`config.mk`:
```
export PLATFORM = sky130hd
export DESIGN_NAME = alu_op_issuer
export DESIGN_NICKNAME = d
export VERILOG_FILES = /design/src/rtl/alu_op_pkg.sv /design/src/rtl/alu_op_issuer_encode.sv /design/src/rtl/alu_op_issuer.sv
export SDC_FILE = /design/constraint.sdc
export NUM_CORES = 1
export LEC_CHECK = 0
export ABC_AREA = 1
export BUFFER_PORTS_ARGS = -buffer_cell sky130_fd_sc_hd__clkbuf_2
export CAP_MARGIN = 20
export CORE_MARGIN = 1.5
export CORE_UTILIZATION = 54
export CTS_CLUSTER_DIAMETER = 200
export DETAILED_ROUTE_END_ITERATION = 12
export GPL_TIMING_DRIVEN = 0
export PLACE_DENSITY = 0.87
export SYNTH_ARGS = -nofsm -noshare
export SYNTH_HDL_FRONTEND = slang
export SYNTH_SLANG_ARGS = --single-unit
```
`constraint.sdc`:
```
create_clock -name clk -period 3.9 [get_ports clk]
set_input_delay 0.195 -clock clk [delete_from_list [all_inputs] [get_ports clk]]
set_output_delay 0.195 -clock clk [all_outputs]
set_load 0.02 [all_outputs]
```
`src/rtl/alu_op_pkg.sv`:
```
`default_nettype none
// ============================================================================
// Module : alu_op_pkg
// Brief  : Shared types for the RV32I ALU operation issuer. It holds the ALU
//          Operation codes, the RV32I major opcodes, the operand-source
//          selects, the funct3 constants and a shift-classification helper.
// Rev    : 1.0  initial release
// ============================================================================
package alu_op_pkg;

  // Operation codes that the issuer drives to the combinational ALU.
  typedef enum logic [3:0] {
    ALU_AND     = 4'b0000,
    ALU_OR      = 4'b0001,
    ALU_ADD     = 4'b0010,
    ALU_XOR     = 4'b0011,
    ALU_SLL     = 4'b0100,
    ALU_SRL     = 4'b0101,
    ALU_SUB     = 4'b0110,
    ALU_SRA     = 4'b0111,
    ALU_EQ      = 4'b1000,
    ALU_NE      = 4'b1001,
    ALU_GE      = 4'b1010,
    ALU_LT      = 4'b1100,
    ALU_LINK    = 4'b1101,
    ALU_ILLEGAL = 4'b1111
  } alu_op_e;

  // RV32I major opcodes, taken from instr[6:0].
  typedef enum logic [6:0] {
    OPC_LOAD   = 7'b0000011,
    OPC_OP_IMM = 7'b0010011,
    OPC_AUIPC  = 7'b0010111,
    OPC_STORE  = 7'b0100011,
    OPC_OP     = 7'b0110011,
    OPC_LUI    = 7'b0110111,
    OPC_BRANCH = 7'b1100011,
    OPC_JALR   = 7'b1100111,
    OPC_JAL    = 7'b1101111
  } rv_opcode_e;

  typedef enum logic [1:0] {
    SRCA_RS1  = 2'd0,
    SRCA_PC   = 2'd1,
    SRCA_ZERO = 2'd2
  } srca_sel_e;

  typedef enum logic {
    SRCB_RS2 = 1'b0,
    SRCB_IMM = 1'b1
  } srcb_sel_e;

  // funct3 values for OP / OP-IMM.
  localparam logic [2:0] c_F3_ADD  = 3'b000;
  localparam logic [2:0] c_F3_SLL  = 3'b001;
  localparam logic [2:0] c_F3_SLT  = 3'b010;
  localparam logic [2:0] c_F3_SLTU = 3'b011;
  localparam logic [2:0] c_F3_XOR  = 3'b100;
  localparam logic [2:0] c_F3_SR   = 3'b101;
  localparam logic [2:0] c_F3_OR   = 3'b110;
  localparam logic [2:0] c_F3_AND  = 3'b111;

  // funct3 values for BRANCH.
  localparam logic [2:0] c_F3_BEQ  = 3'b000;
  localparam logic [2:0] c_F3_BNE  = 3'b001;
  localparam logic [2:0] c_F3_BLT  = 3'b100;
  localparam logic [2:0] c_F3_BGE  = 3'b101;

  function automatic logic is_shift(input alu_op_e op);
    return (op == ALU_SLL) || (op == ALU_SRL) || (op == ALU_SRA);
  endfunction

endpackage
`default_nettype wire

```
`src/rtl/alu_op_issuer_encode.sv`:
```
`default_nettype none
// ============================================================================
// Module : alu_op_encode
// Brief  : Purely combinational decode of {opcode, funct3, funct7} into the
//          ALU Operation, the SrcA/SrcB source selects and the branch, link
//          and illegal flags.
// Ports  : i_opcode/i_funct3/i_funct7  instruction fields
//          o_op                        ALU Operation (ALU_ILLEGAL if illegal)
//          o_srca_sel / o_srcb_sel     operand source selects
//          o_branch / o_link           conditional branch / JAL-JALR
//          o_illegal                   unsupported combination
// Rev    : 1.0  initial release
// ============================================================================
module alu_op_encode
  import alu_op_pkg::*;
(
  input  logic [6:0] i_opcode,
  input  logic [2:0] i_funct3,
  input  logic [6:0] i_funct7,
  output alu_op_e    o_op,
  output srca_sel_e  o_srca_sel,
  output srcb_sel_e  o_srcb_sel,
  output logic       o_branch,
  output logic       o_link,
  output logic       o_illegal
);

  // Only funct7[5] selects between operations. The remaining bits are
  // immediate bits for OP-IMM and are deliberately ignored.
  logic w_unused_funct7;
  assign w_unused_funct7 = ^{i_funct7[6], i_funct7[4:0]};

  logic w_is_op;
  assign w_is_op = (i_opcode == OPC_OP);

  always_comb begin
    o_op       = ALU_ILLEGAL;
    o_srca_sel = SRCA_ZERO;
    o_srcb_sel = SRCB_IMM;
    o_branch   = 1'b0;
    o_link     = 1'b0;
    o_illegal  = 1'b1;
    case (i_opcode)
      OPC_OP, OPC_OP_IMM: begin
        o_srca_sel = SRCA_RS1;
        o_srcb_sel = w_is_op ? SRCB_RS2 : SRCB_IMM;
        o_illegal  = 1'b0;
        case (i_funct3)
          // SUB exists only in register form; for OP-IMM funct7 is imm bits.
          c_F3_ADD: o_op = (w_is_op && i_funct7[5]) ? ALU_SUB : ALU_ADD;
          c_F3_SLL: o_op = ALU_SLL;
          c_F3_SLT: o_op = ALU_LT;
          c_F3_XOR: o_op = ALU_XOR;
          c_F3_SR:  o_op = i_funct7[5] ? ALU_SRA : ALU_SRL;
          c_F3_OR:  o_op = ALU_OR;
          c_F3_AND: o_op = ALU_AND;
          default: begin
            // SLTU has no unsigned-compare ALU code.
            o_op      = ALU_ILLEGAL;
            o_illegal = 1'b1;
          end
        endcase
      end
      OPC_LOAD, OPC_STORE: begin
        o_op       = ALU_ADD;
        o_srca_sel = SRCA_RS1;
        o_srcb_sel = SRCB_IMM;
        o_illegal  = 1'b0;
      end
      OPC_LUI: begin
        o_op       = ALU_ADD;
        o_srca_sel = SRCA_ZERO;
        o_srcb_sel = SRCB_IMM;
        o_illegal  = 1'b0;
      end
      OPC_AUIPC: begin
        o_op       = ALU_ADD;
        o_srca_sel = SRCA_PC;
        o_srcb_sel = SRCB_IMM;
        o_illegal  = 1'b0;
      end
      OPC_BRANCH: begin
        o_srca_sel = SRCA_RS1;
        o_srcb_sel = SRCB_RS2;
        o_branch   = 1'b1;
        o_illegal  = 1'b0;
        case (i_funct3)
          c_F3_BEQ: o_op = ALU_EQ;
          c_F3_BNE: o_op = ALU_NE;
          c_F3_BLT: o_op = ALU_LT;
          c_F3_BGE: o_op = ALU_GE;
          default: begin
            o_op      = ALU_ILLEGAL;
            o_branch  = 1'b0;
            o_illegal = 1'b1;
          end
        endcase
      end
      OPC_JAL, OPC_JALR: begin
        // The ALU result is ignored for links; pc+4 is formed by the issuer.
        o_op       = ALU_LINK;
        o_srca_sel = SRCA_PC;
        o_srcb_sel = SRCB_IMM;
        o_link     = 1'b1;
        o_illegal  = 1'b0;
      end
      default: begin
        o_op      = ALU_ILLEGAL;
        o_illegal = 1'b1;
      end
    endcase
  end

endmodule
`default_nettype wire

```
`src/rtl/alu_op_issuer.sv`:
```
`default_nettype none
// ============================================================================
// Module : alu_op_issuer
// Brief  : Initiator side of the RV32I ALU interface. This is a two-stage
//          pipeline. Stage D registers the decoded operation and its operands,
//          and drives the ALU. Stage E captures the ALU result together with
//          the flags for writeback.
// Ports  : in_*        valid/ready decode-side input (opcode, funct3/7, rd,
//                      rs1/rs2 data, immediate, pc)
//          alu_*       SrcA/SrcB/Operation out, ALU result in
//          out_*       valid/ready writeback side (result, rd, taken, illegal)
// Rev    : 1.0  initial release
// ============================================================================
module alu_op_issuer
  import alu_op_pkg::*;
#(
  parameter int DATA_WIDTH    = 32,
  parameter int OPCODE_LENGTH = 4
) (
  input  logic                     clk,
  input  logic                     rst_n,
  input  logic                     in_valid,
  output logic                     in_ready,
  input  logic [6:0]               in_opcode,
  input  logic [2:0]               in_funct3,
  input  logic [6:0]               in_funct7,
  input  logic [4:0]               in_rd,
  input  logic [DATA_WIDTH-1:0]    in_rs1_data,
  input  logic [DATA_WIDTH-1:0]    in_rs2_data,
  input  logic [DATA_WIDTH-1:0]    in_imm,
  input  logic [DATA_WIDTH-1:0]    in_pc,
  output logic [DATA_WIDTH-1:0]    alu_srca,
  output logic [DATA_WIDTH-1:0]    alu_srcb,
  output logic [OPCODE_LENGTH-1:0] alu_operation,
  input  logic [DATA_WIDTH-1:0]    alu_result,
  output logic                     out_valid,
  input  logic                     out_ready,
  output logic [DATA_WIDTH-1:0]    out_result,
  output logic [4:0]               out_rd,
  output logic                     out_taken,
  output logic                     out_illegal
);

  // ---------------------------------------------------------------- decode
  alu_op_e   w_op;
  srca_sel_e w_srca_sel;
  srcb_sel_e w_srcb_sel;
  logic      w_branch;
  logic      w_link;
  logic      w_illegal;

  alu_op_encode u_encode (
    .i_opcode   (in_opcode),
    .i_funct3   (in_funct3),
    .i_funct7   (in_funct7),
    .o_op       (w_op),
    .o_srca_sel (w_srca_sel),
    .o_srcb_sel (w_srcb_sel),
    .o_branch   (w_branch),
    .o_link     (w_link),
    .o_illegal  (w_illegal)
  );

  logic [DATA_WIDTH-1:0] w_srca;
  logic [DATA_WIDTH-1:0] w_srcb;

  always_comb begin
    w_srca = '0;
    case (w_srca_sel)
      SRCA_RS1: w_srca = in_rs1_data;
      SRCA_PC:  w_srca = in_pc;
      default:  w_srca = '0;
    endcase
    w_srcb = (w_srcb_sel == SRCB_RS2) ? in_rs2_data : in_imm;
    // The ALU sees only a legal shift amount. Any immediate funct7 bits are stripped.
    if (is_shift(w_op)) begin
      w_srcb = {{(DATA_WIDTH-5){1'b0}}, w_srcb[4:0]};
    end
    if (w_illegal) begin
      w_srca = '0;
      w_srcb = '0;
    end
  end

  // ------------------------------------------------------------ ready chain
  logic r_d_valid;
  logic r_e_valid;
  logic w_e_ready;
  logic w_accept;
  logic w_d_fire;

  assign w_e_ready = !r_e_valid || out_ready;
  assign in_ready  = !r_d_valid || w_e_ready;
  assign w_accept  = in_valid && in_ready;
  assign w_d_fire  = r_d_valid && w_e_ready;

  // ---------------------------------------------------------------- stage D
  logic [DATA_WIDTH-1:0] r_d_srca;
  logic [DATA_WIDTH-1:0] r_d_srcb;
  logic [DATA_WIDTH-1:0] r_d_pc;
  alu_op_e               r_d_op;
  logic [4:0]            r_d_rd;
  logic                  r_d_branch;
  logic                  r_d_link;
  logic                  r_d_illegal;

  always_ff @(posedge clk or negedge rst_n) begin
    if (!rst_n) begin
      r_d_valid   <= 1'b0;
      r_d_srca    <= '0;
      r_d_srcb    <= '0;
      r_d_pc      <= '0;
      r_d_op      <= ALU_AND;
      r_d_rd      <= '0;
      r_d_branch  <= 1'b0;
      r_d_link    <= 1'b0;
      r_d_illegal <= 1'b0;
    end else if (w_accept) begin
      // The accept takes priority. If D also fires this cycle, the new op replaces it.
      r_d_valid   <= 1'b1;
      r_d_srca    <= w_srca;
      r_d_srcb    <= w_srcb;
      r_d_pc      <= in_pc;
      r_d_op      <= w_op;
      r_d_rd      <= in_rd;
      r_d_branch  <= w_branch;
      r_d_link    <= w_link;
      r_d_illegal <= w_illegal;
    end else if (w_d_fire) begin
      r_d_valid   <= 1'b0;
    end
  end

  assign alu_srca      = r_d_srca;
  assign alu_srcb      = r_d_srcb;
  assign alu_operation = r_d_op;

  // ---------------------------------------------------------------- stage E
  logic [DATA_WIDTH-1:0] w_e_result;
  logic                  w_e_taken;

  always_comb begin
    w_e_result = alu_result;
    w_e_taken  = 1'b0;
    if (r_d_illegal) begin
      w_e_result = '0;
    end else if (r_d_link) begin
      w_e_result = r_d_pc + DATA_WIDTH'(4);
      w_e_taken  = 1'b1;
    end else if (r_d_branch) begin
      w_e_taken  = alu_result[0];
    end
  end

  logic [DATA_WIDTH-1:0] r_e_result;
  logic [4:0]            r_e_rd;
  logic                  r_e_taken;
  logic                  r_e_illegal;

  always_ff @(posedge clk or negedge rst_n) begin
    if (!rst_n) begin
      r_e_valid   <= 1'b0;
      r_e_result  <= '0;
      r_e_rd      <= '0;
      r_e_taken   <= 1'b0;
      r_e_illegal <= 1'b0;
    end else if (w_d_fire) begin
      r_e_valid   <= 1'b1;
      r_e_result  <= w_e_result;
      r_e_rd      <= r_d_rd;
      r_e_taken   <= w_e_taken;
      r_e_illegal <= r_d_illegal;
    end else if (out_ready) begin
      r_e_valid   <= 1'b0;
    end
  end

  assign out_valid   = r_e_valid;
  assign out_result  = r_e_result;
  assign out_rd      = r_e_rd;
  assign out_taken   = r_e_taken;
  assign out_illegal = r_e_illegal;

endmodule
`default_nettype wire

```
## After elaboration in Yosys (flattened, before gate mapping)

Index checks and enable logic that the tools add are counted.

| operators by class | value |
|---|---|
| add/subtract/negate cells | 1 |
| multiply operators | 0 |
| divide/modulo/power cells | 0 |
| $lt $le $gt $ge | 0 |
| eq/ne operators | 19 |
| shifts and indexed selects | 0 |
| mux-type cells | 28 |
| bitwise logic cells | 0 |
| reduce and logical (&&, ||, !) cells | 21 |

Operators with widths:

| operator | count |
|---|---|
| $mux 32 | 6 |
| $pmux 32 s2 | 1 |
| $add 32x3->32 const B | 1 |
| $pmux 4 s7 | 1 |
| $eq 7x6->1 const B | 3 |
| $eq 7x7->1 const B | 3 |
| $pmux 4 s4 | 1 |
| $eq 7x5->1 const B | 2 |
| $mux 1 | 13 |
| $eq 3x3->1 const B | 4 |
| $eq 4x3->1 const B | 3 |
| $pmux 3 s4 | 1 |
| $reduce_or 4->1 | 2 |
| $eq 7x2->1 const B | 1 |
| $reduce_or 7->1 | 1 |
| $reduce_or 6->1 | 1 |
| $reduce_or 5->1 | 1 |
| $logic_or 1x1->1 | 4 |
| $pmux 2 s2 | 1 |
| $reduce_bool 2->1 | 2 |
| $reduce_or 2->1 | 2 |
| $eq 3x1->1 const B | 1 |
| $eq 3x2->1 const B | 1 |
| $logic_and 1x1->1 | 3 |
| 9 further kinds | 10 |

| storage, ports and cells | value |
|---|---|
| flip-flop bits (word level) | 149 |
| latch bits | 0 |
| memory bits (writable) | 0 |
| bits in read-only memories | 0 |
| bits of input ports | 186 |
| output and inout port bits | 109 |
| word-level logic and storage cells | 83 |
| memories | 0 |

## Longest topological paths before layout

Gate-level depths: netlist of run 1.

| depth | value |
|---|---|
| depth in word-level cells | 10 |
| mapped depth | 12 |
| gate-level depth less buffers | 11 |

## By module

From an unflattened synthesis of run 1, not the netlist that was laid out.

| unflattened totals | value |
|---|---|
| cells, all modules | 961 |
| area total of the unflattened synthesis | 7,712.4 µm² |

Modules (own cells, without submodules):

| module | instances | cells each | area each (µm²) | sequential area each (µm²) |
|---|---|---|---|---|
| alu_op_issuer | 1 | 887 | 7,374.6 | 3,728.6 |
| alu_op_encode | 1 | 74 | 337.8 | 0.0 |

## Least setup slack after synthesis of run 1

No wires, ideal clock.

| timing | value |
|---|---|
| kind | reg-to-reg |
| from | register r_e_valid, in the netlist out_valid |
| to | register r_d_pc[10] |
| arrival | 1,594 ps |
| path slack | 2,223 ps |
| cell stages (with the launch flop) | 8 |
| path buffers | 2 |
| clock period less this slack | 1,677 ps |
| path through | dfrtp_1 > nand3_1 > nand2_1 > inv_1 > buf_2 > buf_1 > nand2_1 > o21ai_0 |

| on the way | value |
|---|---|
| cells in the longest elaborated chain, start to end | 4 |

Ends and longest elaborated chain:

| element | line | source |
|---|---|---|
| from (decl) | alu_op_issuer.sv:87 | `logic r_e_valid;` |
| from (signal assigned) | alu_op_issuer.sv:162 | `r_e_valid <= 1'b0;` |
| from (signal assigned) | alu_op_issuer.sv:168 | `r_e_valid <= 1'b1;` |
| from (signal assigned) | alu_op_issuer.sv:174 | `r_e_valid <= 1'b0;` |
| $logic_not 1->1 | alu_op_issuer.sv:92 | `assign w_e_ready = !r_e_valid \|\| out_ready;` |
| $logic_or 1x1->1 | alu_op_issuer.sv:92 |  |
| $logic_or 1x1->1 | alu_op_issuer.sv:93 | `assign in_ready = !r_d_valid \|\| w_e_ready;` |
| net in_ready | alu_op_issuer.sv:23 | `output logic in_ready,` |
| $logic_and 1x1->1 | alu_op_issuer.sv:94 | `assign w_accept = in_valid && in_ready;` |
| to (signal assigned) | alu_op_issuer.sv:123 | `r_d_pc <= in_pc;` |
| to (decl) | alu_op_issuer.sv:100 | `logic [DATA_WIDTH-1:0] r_d_pc;` |

The timed path passes the listed nets, and every way through them passes these cells.
A chain may end at the register's enable or synchronous reset.

## Worst setup path after layout of run 1

| timing | value |
|---|---|
| from | register r_d_pc[10] |
| to | register r_e_result[28], in the netlist out_result[28] |

| on the way | value |
|---|---|
| cells in the longest elaborated chain, start to end | 3 |

Ends and longest elaborated chain:

| element | line | source |
|---|---|---|
| $add 32x3->32 | alu_op_issuer.sv:148 | `w_e_result = r_d_pc + DATA_WIDTH'(4);` |
| $mux 32 | alu_op_issuer.sv:147 | `end else if (r_d_link) begin` |
| $mux 32 | alu_op_issuer.sv:145 | `if (r_d_illegal) begin` |
| to (signal assigned) | alu_op_issuer.sv:169 | `r_e_result <= w_e_result;` |
| to (decl) | alu_op_issuer.sv:155 | `logic [DATA_WIDTH-1:0] r_e_result;` |

Every way passes these cells.

==> run_results.csv, run 1 <==
group,metric,value,unit
status,status,"finished clean",
sta,grt_setup_unrepaired,"false",
setup_path,timing.critical_path.mode_cell,"nand2_1",
final_layout,stdcell_count,1565,
setup_path,timing.critical_path.slowest_cell_delay,0.55,ns
cts,sink_count,149,
cts,tritoncts,"built",
die,initial_core_util,55.4,%
placed_design,place_ws,1.85,ns
final_layout,flow.area_growth_from_synthesis,31.2,%
placed_design,gp_routability_congestion,0.983,
sta,final.setup_skew,0.00764,ns
cts,clk_latency,0.43,ns
pwr,seq_power_share,41.6,%
die,die_width,123,microns
setup_path,worst-path-buf-inv,0,
sta,fin_crit,2.10,ns
setup_path,regToRegStartpoint,"r_d_pc[10]$_DFFE_PN0P_",
yosys,synth-seq-area-share,48.3,%
pwr,sw_frac_of_total,28.3,%
worst_hold_path,hold-path-endpoint,"r_d_pc[12]$_DFFE_PN0P_",
global_routing,grt_remaining_overflow,0,
setup_path,timing.critical_path.cells,"nand2_1 -> nor3_1 -> nand2_1 -> nor2_1 -> nand2_1 -> nand2_1 -> nand3_1 -> nand2_1 -> nand2_1",
final_layout,antennaDiodeCount,0,
sta,finalSetupViolCount,0,
final_layout,drive_gt1_share,25.7,%
final_layout,core_util_final,72.7,%
sta,timing.setup.tns,0,ns
final_layout,layout_commonest_cell,"nand2_1",
yosys,postSynthRegisterBits,149,
global_routing,first_global_vias,7995,
global_routing,antenna_violations_before_repair,0,
die,die_h,123,microns
worst_hold_path,hp-class,"in2reg",
sta,worst_slew_margin_rel,52.4,%
die,ioPinCount,295,
setup_path,worstPathRequired,4.22,ns
routing,drt_first_iter_violations,643,
run,count_of_maximum_capacitance_violations,0,
cts,cts-root-to-sink-buffers,2,
cts,h-tree-depth,4,
cts,cts-root-buf,"clkbuf_16",
yosys,synth.lib_cells_used.distinct,32,
die,standard_cell_core_area,13900,sq um
cts,post_cts_resize_count,0,
yosys,mappedNetlistNets,1246,
sta,postLayoutSetupSlackWorst,1.80,ns
setup_path,worst_setup_path_startpoint,"r_d_pc[10]$_DFFE_PN0P_",
routing,drt.antenna.violating_nets,0,
yosys,netlist_area,7720,sq um
sta,hold_viol,0,
setup_path,r2r_setup_slack,1.80,ns
cts,cts_buffers,17,
sta,slew_viol_final,0,
die,die_area,15000,sq um
global_routing,largest_net_degree_at_the_start_of_global_routing,112,
global_routing,grt_pass1_wl,39700,microns
final_layout,nNetsFinal,1559,
setup_path,timing.critical_path.to_type,"flip-flop",
yosys,post_synth.cell_area_avg,7.29,sq um
routing,finalWirelength,25600,microns
yosys,post_synth_inst_count,1059,
cts,path_clk_slew,0.06,ns
pwr,power.leakage,5.41,nW
setup_path,worst_setup_path_start_kind,"flip-flop",
sta,max_freq,477,MHz
placed_design,detailed_placement_hpwl,19800,microns
setup_path,r2r.worst_path.cells,9,
routing,drt_pre_antenna_iters,5,
sta,timing_worst_slew_pin_value,0.713,ns
placed_design,dp_cells,1527,
pwr,power_density,414,nW/um^2
setup_path,timing.critical_path.slowest_stage_cell,"nor3_1",
routing,post_drt_wl_per_cell,16.4,microns
placed_design,portBuffers,287,
global_routing,grtUsageTotal,34.8,%
pwr,worst_vdd_rail_ir_drop,0.314,mV
cts,postCtsSetupBuffers,0,
routing,via_cell_ratio,5.34,
worst_hold_path,holdCritStartpoint,"in_pc[12]",
setup_path,cp_max_fo,5,
final_layout,final_cell_mix,"nand2_1 (374), clkbuf_2 (289), dfrtp_1 (149)",
pwr,power.share.combinational,15.0,%
yosys,number_of_warnings_issued_by_yosys,0,
setup_path,worst_r2r_endpoint,"out_result[28]$_DFFE_PN0P_",
pwr,internal_power,0.00301,W
setup_path,setup.worst_path.class,"reg2reg",
setup_path,cpLargestDelayFamily,"simple AND/OR/NAND/NOR gates",
pwr,switching_power_total,0.00119,W
setup_path,critical_path_arrival,2.41,ns
routing,post-route-drc-count,0,
die,floorplan.rows,43,
routing,routed-via-count,8350,
worst_hold_path,min_delay_path_depth,3,
sta,post-route-period-util,53.8,%
pwr,power_frac_clock,43.4,%
pwr,total_design_power,0.00419,W
[cell usage after synthesis]
library cell	n	area share, %
o21ai_0	128	8.3
buf_2	16	1.0
buf_1	1	0.049
nand2_2	3	0.24
nor2_1	109	5.3
clkbuf_2	3	0.19
nor3_1	10	0.65
mux2i_1	1	0.13
dfrtp_1	149	48
inv_2	2	0.097
xor2_1	5	0.57
o21bai_1	1	0.097
a31oi_1	3	0.24
ha_1	1	0.16
nor2_4	1	0.15
a21oi_1	15	0.97
inv_1	91	4.4
o21ai_2	1	0.11
o21ai_1	21	1.4
nand3_1	45	2.9
buf_6	4	0.58
nor2_2	3	0.24
nand3_2	2	0.26
nand2_1	374	18
nand3b_1	3	0.29
clkbuf_1	25	1.2
a22oi_1	32	3.1
o211ai_1	1	0.097
buf_4	1	0.097
nand4_1	6	0.49
clkinv_1	1	0.049
o31ai_1	1	0.097
[tightest hold or removal path, cell delays in order]
cell and delay [ns]:
clkbuf_2 0.10, nand2_1 0.05, o21ai_0 0.06
[power by group through the flow]
stage	sequential [W]	clock [W]	combinational (W)
global route	0.00176	0.00190	0.000699
detailed placement	0.00177	0	0.000615
CTS	0.00174	0.00183	0.000625
floorplan	0.00181	0	0.000260
global placement	0.00176	0	0.000603
finish	0.00174	0.00182	0.000628
[how the worst max path moves through the flow]
stage	to	slack, ns	cells after the start
CTS	alu_srca[22]$_DFFE_PN0P_	1.83	6
global route	out_result[12]$_DFFE_PN0P_	1.56	8
floorplan	r_d_pc[10]$_DFFE_PN0P_	2.22	7
global placement	alu_srca[10]$_DFFE_PN0P_	0.12	1
detailed placement	alu_srca[22]$_DFFE_PN0P_	1.85	6
finish	out_result[28]$_DFFE_PN0P_	1.80	9
[state kept, by name, summed over array words and instances, names as in the netlist, 4 cells and up]
| register | flops |
|---|---|
| out_rd | 5 |
| alu_srcb | 32 |
| out_result | 32 |
| r_d_rd | 5 |
| alu_operation | 4 |
| alu_srca | 32 |
| r_d_pc | 32 |
[routing by layer]
layer,routed length [microns],part of all wire [%],up-vias,GRT usage [%]
met5,0,0,-,0
li1,-,-,4028,-
met1,10300,40,3860,43.4
met3,2310,9.0,56,9.48
met2,12300,48,406,58.1
met4,736,2.9,0,12.9
[cell families (layout without fill, tap and decap cells)]
family / after synthesis / in the layout / share of synthesized area [%]
adders and majority gates: 1 / 1 / 0.162
and+or+nand+nor: 556 / 556 / 28.7
xor gates and xnor gates: 5 / 5 / 0.567
muxes: 1 / 1 / 0.130
DFF: 149 / 149 / 48.3
buffers and inverters: 144 / 470 / 7.75
AOI/OAI and AO/OA: 203 / 203 / 14.4
[final cells by class]
cell class                      count  area, sq um
Inverter                           94          353
Multi-Input combinational cell    766         3390
Clock buffer                       17          425
Clock inverter                     15          228
Tap cell                          180          225
Fill cell                        1155         3800
Timing Repair Buffer              294         1530
Sequential cell                   149         3730
Buffer                             50          245
[repair_timing]
action	4_1_cts	5_1_grt
setup endpoints to repair	0	0
hold buffers	6	0
endpoints found under the hold margin	43	0
[through the flow]
| stage | hold WS (ns) | area, sq um |
|---|---|---|
| 2_1_floorplan | -0.101 | 7720 |
| 3_3_place_gp | 0.413 | 9380 |
| 3_5_place_dp | 0.133 | 9420 |
| 4_1_cts | 0.000546 | 10100 |
| 5_1_grt | 0.0135 | 10100 |
| 6_report | 0.0121 | 10100 |
Note: power is estimated with default switching activity, not from simulation.
==> run 2: changes to the inputs <==
--- a/config.mk
+++ b/config.mk
@@ -5,15 +5,15 @@
 export SDC_FILE = /design/constraint.sdc
 export NUM_CORES = 1
 export LEC_CHECK = 0
-export ABC_AREA = 1
+export ABC_AREA = 0
 export BUFFER_PORTS_ARGS = -buffer_cell sky130_fd_sc_hd__clkbuf_2
 export CAP_MARGIN = 20
 export CORE_MARGIN = 1.5
-export CORE_UTILIZATION = 54
+export CORE_UTILIZATION = 45
 export CTS_CLUSTER_DIAMETER = 200
 export DETAILED_ROUTE_END_ITERATION = 12
 export GPL_TIMING_DRIVEN = 0
-export PLACE_DENSITY = 0.87
+export PLACE_DENSITY = 0.78
 export SYNTH_ARGS = -nofsm -noshare
 export SYNTH_HDL_FRONTEND = slang
 export SYNTH_SLANG_ARGS = --single-unit
==> constraint.sdc (replaced) <==
create_clock -name clk -period 1.85 [get_ports clk]
set_input_delay 0.0925 -clock clk [delete_from_list [all_inputs] [get_ports clk]]
set_output_delay 0.0925 -clock clk [all_outputs]
set_load 0.02 [all_outputs]
==> run_results.csv, run 2 <==
group,metric,value,unit
die,die_width,132,microns
sta,slew_viol_final,0,
sta,fin_hold_ws,-0.00359,ns
yosys,mappedNetlistNets,992,
status,status,"finished, violations left",
routing,post_drt_wl_per_cell,18.5,microns
pwr,switching_power_total,0.00259,W
routing,finalWirelength,26800,microns
cts,sink_count,149,
setup_path,r2r.worst_path.cells,6,
setup_path,cp_max_fo,6,
global_routing,grtUsageTotal,29.6,%
final_layout,nNetsFinal,1399,
pwr,power_density,764,nW/um^2
worst_hold_path,holdCritStartpoint,"in_rs1_data[13]",
pwr,total_design_power,0.00859,W
setup_path,worstPathRequired,2.21,ns
pwr,worst_vdd_rail_ir_drop,0.647,mV
routing,post-route-drc-count,0,
sta,worst_slew_margin_rel,55.5,%
yosys,post-synth-top-area-fraction,49.7,%
cts,path_clk_slew,0.07,ns
global_routing,largest_net_degree_at_the_start_of_global_routing,78,
final_layout,seqCellArea,3740,sq um
pwr,power.share.combinational,17.7,%
global_routing,grt_pass1_wl,40800,microns
cts,clk_latency,0.43,ns
sta,timing.setup.tns,-0.841,ns
sta,hold_viol,1,
final_layout,layout.filler_cells,1237,
final_layout,antennaDiodeCount,0,
placed_design,detailed_placement_hpwl,18000,microns
die,floorplan.rows,47,
setup_path,timing.critical_path.to_type,"flip-flop",
global_routing,grt_remaining_overflow,0,
setup_path,worst_setup_path_start_kind,"flip-flop",
routing,drt_pre_antenna_iters,5,
final_layout,layout_commonest_cell,"clkbuf_2",
run,count_of_maximum_capacitance_violations,0,
die,die_area,17400,sq um
routing,drt_first_iter_violations,590,
sta,postLayoutSetupSlackWorst,-0.166,ns
final_layout,postLayoutCellArea,11300,sq um
final_layout,final_cell_mix,"clkbuf_2 (300), nand2_1 (223), dfrtp_1 (143)",
routing,routed-via-count,8084,
setup_path,critical_path_arrival,2.38,ns
sta,finalSetupViolCount,30,
pwr,power_frac_clock,39.3,%
die,die_h,132,microns
yosys,synthTopCellsByArea,"dfrtp_1 (50%), nand2_1 (11%), mux2i_1 (4.7%), a22oi_1 (3.2%), a41oi_1 (3.2%)",
global_routing,first_global_vias,7941,
worst_hold_path,hp-class,"in2reg",
sta,fin_crit,2.02,ns
yosys,postSynthRegisterBits,149,
pwr,sw_frac_of_total,30.2,%
pwr,power.leakage,5.36,nW
final_layout,multiInputGateArea,3810,sq um
setup_path,regToRegStartpoint,"r_d_pc[2]$_DFFE_PN0P_",
yosys,post_synth.cell_area_avg,9.31,sq um
die,initial_core_util,45.7,%
yosys,synth.largest_area_cell,"dfrtp_1",
routing,via_cell_ratio,5.59,
cts,cts_buffers,17,
yosys,edff_count_synth,0,
pwr,internal_power,0.00600,W
sta,timing_worst_slew_pin_value,0.668,ns
pwr,seq_power_share,43.0,%
setup_path,worst_r2r_endpoint,"out_result[10]$_DFFE_PN0P_",
placed_design,portBuffers,288,
sta,post-route-period-util,109,%
setup_path,setup.worst_path.class,"reg2reg",
yosys,synth-seq-area-share,49.7,%
final_layout,flow.area_growth_from_synthesis,50.1,%
final_layout,drive_gt1_share,35.4,%
status,failed_checks,"negative hold slack, negative setup slack",
placed_design,gp_routability_congestion,0.900,
global_routing,antenna_violations_before_repair,0,
die,standard_cell_core_area,16400,sq um
cts,h-tree-depth,4,
yosys,synth_async_sr_flop_share,100,%
worst_hold_path,hold-path-endpoint,"alu_srca[13]$_DFFE_PN0P_",
cts,cts-root-buf,"clkbuf_16",
yosys,post_synth_inst_count,805,
sta,max_freq,496,MHz
routing,drt.antenna.violating_nets,0,
yosys,synth.lib_cells_used.distinct,57,
yosys,number_of_warnings_issued_by_yosys,0,
placed_design,placed_cell_area,9250,sq um
cts,cts-root-to-sink-buffers,2,
cts,tritoncts,"built",
placed_design,place_ws,-0.704,ns
sta,final.setup_skew,0.00990,ns
yosys,post_synth_most_frequent_cells,"nand2_1 (223), dfrtp_1 (149), clkbuf_1 (37), mux2i_1 (35)",
yosys,most_frequent_cell_after_synthesis,"nand2_1",
yosys,netlist_area,7500,sq um
die,ioPinCount,295,
worst_hold_path,min_delay_path_depth,3,
yosys,dominantRegCellSynth,"dfrtp_1",
sta,grt_setup_unrepaired,"true",
setup_path,r2r_setup_slack,-0.17,ns
run 2: cell families (layout without fill, tap and decap cells):
family / count (synthesis) / in the layout / share of synthesized area (%)
XOR/XNOR: 27 / 27 / 3.15
AND/OR/NAND/NOR: 325 / 325 / 19.3
adder cells (fa/ha/maj): 1 / 1 / 0.167
multiplexers: 35 / 35 / 4.67
AO/OA/AOI/OAI: 203 / 203 / 19.3
buffers and inverters: 65 / 485 / 3.70
flip-flops: 149 / 149 / 49.7
run 2: power by group through the flow:
stage	Sequential, W	Combinational [W]	Clock [W]
detailed placement	0.00373	0.00124	0
finish	0.00369	0.00152	0.00338
CTS	0.00368	0.00141	0.00341
global route	0.00371	0.00165	0.00355
floorplan	0.00382	0.000527	0
global placement	0.00372	0.00121	0
run 2: cell type report:
type	instances	area share, %
tap	220	2.45
clock inverter	15	1.30
buffer	57	2.89
clock buffer	17	3.78
sequential	149	33.2
timing repair buffer	390	22.3
multi-input combinational	591	33.8
inverter	6	0.200
run 2: through the flow:
| step | std cells | utilization, % |
|---|---|---|
| global placement | 1313 | 56.2 |
| detailed placement | 1314 | 56.4 |
| floorplan | 805 | - |
| global route | 1445 | 68.6 |
| CTS | 1432 | 65.7 |
| finish | 1445 | 68.6 |
run 2: what timing repair did:
| action | 4_1_cts | 5_1_grt |
|---|---|---|
| pin swaps | 4 | 32 |
| gates resized for setup | 35 | 76 |
| cloned | 0 | 4 |
| hold buffers | 80 | 0 |
| setup endpoints to repair | 122 | 108 |
| endpoints found under the hold margin | 150 | 0 |
| buffers inserted | 7 | 10 |
run 2: metal layers:
layer	vias up	global-route usage (%)	routed length, microns
li1	3695	-	-
met1	3824	34.9	10300
met2	466	51.4	13300
met3	99	7.04	2150
met4	0	12.9	1040
met5	-	0	0
run 2: worst max path at each step:
stage | from | end | slack, ns
after floorplan | r_d_pc[2]$_DFFE_PN0P_ | out_result[18]$_DFFE_PN0P_ | 0.02
after global placement | rst_n | alu_srcb[16]$_DFFE_PN0P_ | -1.87
after detailed placement | r_d_valid$_DFFE_PN0P_ | alu_srca[30]$_DFFE_PN0P_ | -0.70
after CTS | r_d_pc[3]$_DFFE_PN0P_ | out_result[18]$_DFFE_PN0P_ | 0.002
after global routing | r_d_pc[2]$_DFFE_PN0P_ | out_result[10]$_DFFE_PN0P_ | -0.18
final | r_d_pc[2]$_DFFE_PN0P_ | out_result[10]$_DFFE_PN0P_ | -0.17
run 2: critical path: stages (launching register included):
cell and delay [ns]:
dfrtp_2 0.43, ha_2 0.25, and3_1 0.25, nand3_1 0.11, xor2_1 0.18, a2111oi_0 0.57, a21o_1 0.16
